--- config.mk ---
export PLATFORM = sky130hd
export DESIGN_NAME = instr_sequencer
export DESIGN_NICKNAME = d
export VERILOG_FILES = /design/src/rtl/proc_defs_pkg.sv /design/src/rtl/div_wait_counter.sv /design/src/rtl/instr_sequencer.sv
export SDC_FILE = /design/constraint.sdc
export NUM_CORES = 1
export LEC_CHECK = 0
export ABC_AREA = 1
export CAP_MARGIN = 40
export CORE_MARGIN = 2
export CORE_UTILIZATION = 40
export CTS_BUF_LIST = sky130_fd_sc_hd__clkbuf_8
export DETAILED_ROUTE_END_ITERATION = 7
export HOLD_SLACK_MARGIN = 0.1
export PLACE_DENSITY = 0.73
export SLEW_MARGIN = 40
export SYNTH_ARGS = -nofsm -noshare
export SYNTH_HDL_FRONTEND = slang
export SYNTH_SLANG_ARGS = --single-unit
--- constraint.sdc ---
create_clock -name clk -period 1.6 [get_ports clk]
set_clock_uncertainty 0.15 [all_clocks]
set_input_delay 0.16 -clock clk [delete_from_list [all_inputs] [get_ports clk]]
set_output_delay 0.16 -clock clk [all_outputs]
set_load 0.005 [all_outputs]
--- src/rtl/proc_defs_pkg.sv ---
// Shared processor definitions: opcodes, ALUOp codes and sequencer states.
package proc_defs_pkg;

  localparam int unsigned OPCODE_W = 5;
  localparam int unsigned ALU_W    = 6;

  typedef enum logic [OPCODE_W-1:0] {
    OP_LW   = 5'd0,
    OP_SW   = 5'd1,
    OP_MOV  = 5'd2,
    OP_ADD  = 5'd3,
    OP_SUB  = 5'd4,
    OP_MUL  = 5'd5,
    OP_DIV  = 5'd6,
    OP_AND  = 5'd7,
    OP_OR   = 5'd8,
    OP_SHL  = 5'd9,
    OP_SHR  = 5'd10,
    OP_CMP  = 5'd11,
    OP_NOT  = 5'd12,
    OP_JR   = 5'd13,
    OP_JPC  = 5'd14,
    OP_BRFL = 5'd15,
    OP_CALL = 5'd16,
    OP_RET  = 5'd17,
    OP_NOP  = 5'd18
  } opcode_t;

  // ALUOp encodings shared with the ALU control decoder.
  localparam logic [ALU_W-1:0] ALU_LW_1 = 6'h00;
  localparam logic [ALU_W-1:0] ALU_LW_2 = 6'h01;
  localparam logic [ALU_W-1:0] ALU_LW_3 = 6'h02;
  localparam logic [ALU_W-1:0] ALU_SW_1 = 6'h03;
  localparam logic [ALU_W-1:0] ALU_SW_2 = 6'h04;
  localparam logic [ALU_W-1:0] ALU_MOV  = 6'h05;
  localparam logic [ALU_W-1:0] ALU_ADD  = 6'h06;
  localparam logic [ALU_W-1:0] ALU_SUB  = 6'h07;
  localparam logic [ALU_W-1:0] ALU_MUL  = 6'h08;
  localparam logic [ALU_W-1:0] ALU_DIV  = 6'h09;
  localparam logic [ALU_W-1:0] ALU_AND  = 6'h0A;
  localparam logic [ALU_W-1:0] ALU_OR   = 6'h0B;
  localparam logic [ALU_W-1:0] ALU_SHL  = 6'h0C;
  localparam logic [ALU_W-1:0] ALU_SHR  = 6'h0D;
  localparam logic [ALU_W-1:0] ALU_CMP  = 6'h0E;
  localparam logic [ALU_W-1:0] ALU_NOT  = 6'h0F;
  localparam logic [ALU_W-1:0] ALU_JR   = 6'h10;
  localparam logic [ALU_W-1:0] ALU_JPC  = 6'h11;
  localparam logic [ALU_W-1:0] ALU_BRFL = 6'h12;
  localparam logic [ALU_W-1:0] ALU_CALL = 6'h13;
  localparam logic [ALU_W-1:0] ALU_RET  = 6'h14;
  localparam logic [ALU_W-1:0] ALU_NOP  = 6'h15;

  typedef enum logic [2:0] {
    ST_IDLE,
    ST_EXEC,
    ST_DIV_WAIT,
    ST_LW_MEM,
    ST_LW_WB,
    ST_SW_MEM,
    ST_CALL_PUSH,
    ST_RET_POP
  } state_t;

endpackage

--- src/rtl/div_wait_counter.sv ---
// Loadable down-counter timing the extra DIV cycles; tc_c marks the last one.
module div_wait_counter #(
  parameter int unsigned DIV_LATENCY = 4
) (
  input  logic clk,
  input  logic rst_n,
  input  logic load,
  input  logic en,
  output logic tc_c
);

  localparam int unsigned CNT_W = (DIV_LATENCY > 2) ? $clog2(DIV_LATENCY) : 1;
  localparam logic [CNT_W-1:0] LOAD_VAL = CNT_W'(DIV_LATENCY - 1);

  logic [CNT_W-1:0] count_q;

  // Load on DIV entry, then count down while waiting; saturate at zero.
  always_ff @(posedge clk or negedge rst_n) begin
    if (!rst_n) begin
      count_q <= '0;
    end else if (load) begin
      count_q <= LOAD_VAL;
    end else if (en && (count_q != '0)) begin
      count_q <= count_q - CNT_W'(1);
    end
  end

  assign tc_c = (count_q == CNT_W'(1));

endmodule

--- src/rtl/instr_sequencer.sv ---
// Multi-cycle instruction sequencer: walks each opcode through its states and
// decodes ALUOp and datapath strobes from the state and latched opcode.
module instr_sequencer
  import proc_defs_pkg::*;
#(
  parameter int unsigned DIV_LATENCY = 4,
  parameter int unsigned ALUOP_W     = 6
) (
  input  logic               clk,
  input  logic               rst_n,
  input  logic               instr_valid,
  output logic               instr_ready,
  input  logic [4:0]         opcode,
  input  logic               cond_true,
  input  logic               mem_ready,
  output logic [ALUOP_W-1:0] alu_op,
  output logic               addr_we,
  output logic               mem_re,
  output logic               mem_we,
  output logic               reg_we,
  output logic               flags_we,
  output logic               sp_we,
  output logic               pc_we,
  output logic               instr_done,
  output logic               illegal
);

  state_t           state_q, state_d;
  logic [4:0]       opc_q;
  logic [ALU_W-1:0] alu_code;
  logic             div_load;
  logic             div_en;
  logic             div_tc;

  assign div_en = (state_q == ST_DIV_WAIT);
  assign alu_op = ALUOP_W'(alu_code);

  div_wait_counter #(
    .DIV_LATENCY(DIV_LATENCY)
  ) u_div_wait (
    .clk  (clk),
    .rst_n(rst_n),
    .load (div_load),
    .en   (div_en),
    .tc_c (div_tc)
  );

  // State register and opcode latch; opcode captured on handshake only.
  always_ff @(posedge clk or negedge rst_n) begin
    if (!rst_n) begin
      state_q <= ST_IDLE;
      opc_q   <= '0;
    end else begin
      state_q <= state_d;
      if (instr_valid && instr_ready) begin
        opc_q <= opcode;
      end
    end
  end

  // Next-state and output decode.
  always_comb begin
    state_d     = state_q;
    alu_code    = ALU_NOP;
    instr_ready = 1'b0;
    addr_we     = 1'b0;
    mem_re      = 1'b0;
    mem_we      = 1'b0;
    reg_we      = 1'b0;
    flags_we    = 1'b0;
    sp_we       = 1'b0;
    pc_we       = 1'b0;
    instr_done  = 1'b0;
    illegal     = 1'b0;
    div_load    = 1'b0;

    unique case (state_q)
      ST_IDLE: begin
        instr_ready = 1'b1;
        if (instr_valid) state_d = ST_EXEC;
      end

      ST_EXEC: begin
        state_d = ST_IDLE;
        case (opc_q)
          OP_MOV: begin alu_code = ALU_MOV; reg_we = 1'b1; instr_done = 1'b1; end
          OP_ADD: begin alu_code = ALU_ADD; reg_we = 1'b1; instr_done = 1'b1; end
          OP_SUB: begin alu_code = ALU_SUB; reg_we = 1'b1; instr_done = 1'b1; end
          OP_MUL: begin alu_code = ALU_MUL; reg_we = 1'b1; instr_done = 1'b1; end
          OP_AND: begin alu_code = ALU_AND; reg_we = 1'b1; instr_done = 1'b1; end
          OP_OR:  begin alu_code = ALU_OR;  reg_we = 1'b1; instr_done = 1'b1; end
          OP_SHL: begin alu_code = ALU_SHL; reg_we = 1'b1; instr_done = 1'b1; end
          OP_SHR: begin alu_code = ALU_SHR; reg_we = 1'b1; instr_done = 1'b1; end
          OP_NOT: begin alu_code = ALU_NOT; reg_we = 1'b1; instr_done = 1'b1; end
          OP_CMP: begin alu_code = ALU_CMP; flags_we = 1'b1; instr_done = 1'b1; end
          OP_DIV: begin
            alu_code = ALU_DIV;
            if (DIV_LATENCY <= 1) begin
              reg_we     = 1'b1;
              instr_done = 1'b1;
            end else begin
              div_load = 1'b1;
              state_d  = ST_DIV_WAIT;
            end
          end
          OP_LW:   begin alu_code = ALU_LW_1; addr_we = 1'b1; state_d = ST_LW_MEM; end
          OP_SW:   begin alu_code = ALU_SW_1; addr_we = 1'b1; state_d = ST_SW_MEM; end
          OP_JR:   begin alu_code = ALU_JR;   pc_we = 1'b1;      instr_done = 1'b1; end
          OP_JPC:  begin alu_code = ALU_JPC;  pc_we = cond_true; instr_done = 1'b1; end
          OP_BRFL: begin alu_code = ALU_BRFL; pc_we = cond_true; instr_done = 1'b1; end
          OP_CALL: begin alu_code = ALU_CALL; state_d = ST_CALL_PUSH; end
          OP_RET:  begin alu_code = ALU_RET;  state_d = ST_RET_POP; end
          OP_NOP:  begin instr_done = 1'b1; end
          default: begin illegal = 1'b1; instr_done = 1'b1; end
        endcase
      end

      ST_DIV_WAIT: begin
        alu_code = ALU_DIV;
        if (div_tc) begin
          reg_we     = 1'b1;
          instr_done = 1'b1;
          state_d    = ST_IDLE;
        end
      end

      ST_LW_MEM: begin
        alu_code = ALU_LW_2;
        mem_re   = 1'b1;
        if (mem_ready) state_d = ST_LW_WB;
      end

      ST_LW_WB: begin
        alu_code   = ALU_LW_3;
        reg_we     = 1'b1;
        instr_done = 1'b1;
        state_d    = ST_IDLE;
      end

      ST_SW_MEM: begin
        alu_code = ALU_SW_2;
        mem_we   = 1'b1;
        if (mem_ready) begin
          instr_done = 1'b1;
          state_d    = ST_IDLE;
        end
      end

      ST_CALL_PUSH: begin
        alu_code = ALU_CALL;
        mem_we   = 1'b1;
        if (mem_ready) begin
          sp_we      = 1'b1;
          pc_we      = 1'b1;
          instr_done = 1'b1;
          state_d    = ST_IDLE;
        end
      end

      ST_RET_POP: begin
        alu_code = ALU_RET;
        mem_re   = 1'b1;
        if (mem_ready) begin
          sp_we      = 1'b1;
          pc_we      = 1'b1;
          instr_done = 1'b1;
          state_d    = ST_IDLE;
        end
      end

      default: state_d = ST_IDLE;
    endcase
  end

endmodule

==> run_summary.xml <==
<?xml version="1.0" encoding="UTF-8"?>
<metrics>
  <group name="status">
    <metric name="run_status" unit="">finished, violations left</metric>
    <metric name="failed_checks" unit="">setup timing</metric>
  </group>
  <group name="yosys">
    <metric name="yosys.cell_count.top_type" unit="">sky130_fd_sc_hd__nand2_1</metric>
    <metric name="netlist_instances" unit="">167</metric>
    <metric name="ys.flop_type" unit="">sky130_fd_sc_hd__dfrtp_1</metric>
    <metric name="synth_area_leaders" unit="">sky130_fd_sc_hd__dfrtp_1 (24%), sky130_fd_sc_hd__nand2_1 (13%), sky130_fd_sc_hd__nor2_1 (12%), sky130_fd_sc_hd__a21oi_1 (4.9%), sky130_fd_sc_hd__inv_1 (4.8%)</metric>
    <metric name="post-synth-top-area-cell" unit="">sky130_fd_sc_hd__dfrtp_1</metric>
    <metric name="synth_mux_area_frac" unit="">0</metric>
    <metric name="synthDominantCellAreaShare" unit="">0.244</metric>
    <metric name="synth_adder_area_share" unit="">0.0244</metric>
    <metric name="postSynthNetCount" unit="">179</metric>
    <metric name="synth_async_sr_flop_share" unit="">1.00</metric>
    <metric name="synth_area_per_cell" unit="um^2">6.15</metric>
    <metric name="yosysUniqueCellTypes" unit="">27</metric>
    <metric name="synth-xor-area-share" unit="">0</metric>
    <metric name="synthTopCellsByCount" unit="">sky130_fd_sc_hd__nand2_1 (35), sky130_fd_sc_hd__nor2_1 (33), sky130_fd_sc_hd__inv_1 (13)</metric>
    <metric name="post_synthesis_simple_gate_area_fraction" unit="">0.456</metric>
    <metric name="post_synth_instance_area" unit="um^2">1030</metric>
    <metric name="synth_compound_gate_area_share" unit="">0.160</metric>
    <metric name="ys_warn_count" unit="">0</metric>
    <metric name="synth_top_family_by_area" unit="">simple AND/OR/NAND/NOR gates</metric>
    <metric name="synth-seq-cells" unit="">10</metric>
    <metric name="synth_enable_flop_cells" unit="">0</metric>
    <metric name="synth-seq-area-share" unit="">0.244</metric>
  </group>
  <group name="critical_path">
    <metric name="data_required_time_of_the_worst_path" unit="ps">1290</metric>
    <metric name="worstPathMaxFanout" unit="">7</metric>
    <metric name="worst_path_dominant_cell_family" unit="">flip-flops</metric>
    <metric name="cp_num_buf_inv" unit="">2</metric>
    <metric name="worstPathCellList" unit="">inv_2, nand3_2, nor2_2, a21oi_1, nand2_1, nand2_1, o21ai_0, clkdlybuf4s15_2</metric>
    <metric name="slowest_delay" unit="ps">500</metric>
    <metric name="timing.setup.critical_path_class" unit="">flip-flop to primary output</metric>
    <metric name="start_kind" unit="">flip-flop</metric>
    <metric name="critPathLaunch" unit="">opc_q[1]</metric>
    <metric name="worst_ep_arrival_time" unit="ps">1710</metric>
    <metric name="regToRegStartpoint" unit="">opc_q[1]</metric>
    <metric name="crit_path_top_delay_cell" unit="">sky130_fd_sc_hd__dfrtp_2</metric>
    <metric name="critPathCaptureType" unit="">primary output</metric>
    <metric name="most_prevalent_standard_cell_on_the_critical_path" unit="">sky130_fd_sc_hd__nand2_1</metric>
  </group>
  <group name="sta">
    <metric name="holdWs" unit="ps">95.2</metric>
    <metric name="rsz_0062_raised_after_global_routing" unit="">yes</metric>
    <metric name="setup-violations-final" unit="">15</metric>
    <metric name="slew_viol_final" unit="">0</metric>
    <metric name="final_min_period_over_clock_period" unit="">1.27</metric>
    <metric name="layout_min_cycle_time" unit="ps">2020</metric>
    <metric name="tns" unit="ps">-4230</metric>
    <metric name="timing_hold_violations_final" unit="">0</metric>
    <metric name="post-route-worst-setup-slack" unit="ps">-425</metric>
    <metric name="max_freq" unit="MHz">494</metric>
  </group>
  <group name="global_routing">
    <metric name="wire_length_of_the_first_global_routing_pass" unit="um">5710</metric>
    <metric name="grtUsageTotal" unit="">0.266</metric>
    <metric name="grt_max_degree" unit="">11</metric>
    <metric name="grt_pass1_vias" unit="">1318</metric>
    <metric name="overflow" unit="">0</metric>
    <metric name="grt_antenna_before_repair" unit="">0</metric>
  </group>
  <group name="cts">
    <metric name="clock-sinks" unit="">10</metric>
    <metric name="clock_tree_from_tritoncts" unit="">built</metric>
    <metric name="clock_tree_root" unit="">sky130_fd_sc_hd__clkbuf_8</metric>
    <metric name="bufs_on_longest_clock_path" unit="">2</metric>
    <metric name="clk_latency" unit="ps">240</metric>
    <metric name="h-tree-depth" unit="">1</metric>
    <metric name="count_of_hold_buffers_inserted_by_post_cts_repair" unit="">0</metric>
    <metric name="cts_buffers" unit="">3</metric>
    <metric name="cts.reportedPaths.clkPinSlew" unit="ps">50</metric>
  </group>
  <group name="placed_design">
    <metric name="post_dp_cell_area" unit="um^2">1590</metric>
    <metric name="placed_cells" unit="">260</metric>
    <metric name="gp_congestion" unit="">0.943</metric>
    <metric name="pre_cts_ws" unit="ps">-557</metric>
    <metric name="number_of_buffer_cells_added_on_primary_ports" unit="">24</metric>
    <metric name="detailed_place_hpwl" unit="um">2510</metric>
  </group>
  <group name="power_and_ir_drop">
    <metric name="power.clock.fraction" unit="">0.084</metric>
    <metric name="power.ir.vdd_worst" unit="mV">1.49</metric>
    <metric name="p_leak" unit="nW">0.990</metric>
    <metric name="p_comb_frac" unit="">0.762</metric>
    <metric name="switching_share" unit="">0.477</metric>
    <metric name="seqPwrFrac" unit="">0.153</metric>
    <metric name="power.net_switching" unit="mW">1.77</metric>
    <metric name="total_power" unit="mW">3.71</metric>
    <metric name="power_report.internal_total" unit="mW">1.94</metric>
    <metric name="pwr_density_cell" unit="nW/um^2">1880</metric>
  </group>
  <group name="detailed_routing">
    <metric name="detailedRoute.firstPassIterationCount" unit="">4</metric>
    <metric name="wire_per_inst" unit="um">15.2</metric>
    <metric name="drt-initial-drc-count" unit="">56</metric>
    <metric name="antenna_left" unit="">0</metric>
    <metric name="totalWireLength" unit="um">4250</metric>
    <metric name="remaining_drc_errors" unit="">0</metric>
    <metric name="avgViaCountPerCell" unit="">5.40</metric>
    <metric name="num_vias" unit="">1513</metric>
  </group>
  <group name="final_layout">
    <metric name="multiInputGateArea" unit="um^2">886</metric>
    <metric name="finalInstanceArea" unit="um^2">1980</metric>
    <metric name="post_route_cells_drive_above_1_share" unit="">0.576</metric>
    <metric name="utilization_after_layout" unit="">0.806</metric>
    <metric name="seq_area" unit="um^2">255</metric>
    <metric name="n_fill_cell" unit="">152</metric>
    <metric name="layout-area-overhead-vs-synth" unit="%">92.6</metric>
    <metric name="n_antenna_cell" unit="">0</metric>
    <metric name="layout.nets" unit="">263</metric>
    <metric name="stdcell_count" unit="">280</metric>
  </group>
  <group name="job">
    <metric name="max-cap-violations" unit="">0</metric>
  </group>
  <group name="die">
    <metric name="ioPinCount" unit="">26</metric>
    <metric name="core_region_area" unit="um^2">2450</metric>
    <metric name="fp.dieArea" unit="um^2">2990</metric>
    <metric name="floorplan.rows" unit="">18</metric>
    <metric name="dieHeight" unit="um">54.7</metric>
    <metric name="initial_cell_density_of_the_core" unit="">0.418</metric>
    <metric name="chipWidth" unit="um">54.7</metric>
  </group>
  <group name="min_path">
    <metric name="holdCritPathClass" unit="">input pin to async pin</metric>
  </group>
</metrics>
flip-flops by register name, indices dropped and copies added (netlist names):
name and cells:
opc_q 5, state_q 3, u_div_wait.count_q 2
worst paths after layout:
kind / end / slack (ps) / cells after the start
max in group asynchronous: opc_q[2] / 860 / 1
setup / recovery: alu_op[1] / -420 / 8
hold reg to reg: u_div_wait.count_q[1] / 360 / 2
min in group clk: opc_q[2] / 360 / 3
setup reg to reg: state_q[0] / -280 / 10
hold / removal: u_div_wait.count_q[0] / 100 / 1
per-layer routing:
layer,global-route usage,vias to the layer above,routed length [um]
met2,0.476,83,2140
li1,-,699,-
met3,0.0219,14,306
met4,0.0875,0,130
met5,0,-,0
met1,0.330,717,1670
power groups by stage:
stage | clock [mW] | sequential, mW | combinational, mW
after floorplan | 0 | 0.440 | 1.16
after global placement | 0 | 0.485 | 2.20
after detailed placement | 0 | 0.493 | 2.23
after CTS | 0.321 | 0.543 | 2.52
after global routing | 0.331 | 0.581 | 3.05
final | 0.313 | 0.569 | 2.83
what timing repair did:
item / in CTS / in global routing
pin swaps: 20 / 16
cloned: 0 / 0
resized for setup: 94 / 33
buffers inserted: 14 / 4
hold endpoints to repair: 0 / 0
setup endpoints to repair: 19 / 24
area by class of cell:
cell class              instances  share of cell area
multi-input cells             131               0.448
repair buffers                 83               0.331
flip-flops and latches         10               0.129
inverters                      22              0.0455
clock buffers                   4              0.0278
well taps                      30              0.0190
cells in the final DEF, fill, tap and decap left out, types with 5 or more instances in the layout:
master,count
sky130_fd_sc_hd__o21ai_1,5
sky130_fd_sc_hd__nand2_4,6
sky130_fd_sc_hd__nand2_1,26
sky130_fd_sc_hd__inv_1,9
sky130_fd_sc_hd__inv_2,10
sky130_fd_sc_hd__buf_4,52
sky130_fd_sc_hd__dfrtp_1,6
sky130_fd_sc_hd__buf_6,7
sky130_fd_sc_hd__nor2_4,13
sky130_fd_sc_hd__nor2_2,10
sky130_fd_sc_hd__nor2_1,19
sky130_fd_sc_hd__buf_2,9
sky130_fd_sc_hd__nand2_2,6
sky130_fd_sc_hd__a21oi_1,9
sky130_fd_sc_hd__clkdlybuf4s50_1,9
cell families (layout without fill, tap and decap cells):
kind of cell | after synthesis | in the layout
AND/OR/NAND/NOR | 99 | 99
AO/OA/AOI/OAI | 29 | 29
adder cells (fa/ha/maj) | 2 | 2
flip-flops | 10 | 10
other | 1 | 1
buffers and inverters | 26 | 109
No activity file was read; power rests on OpenSTA's default activity.
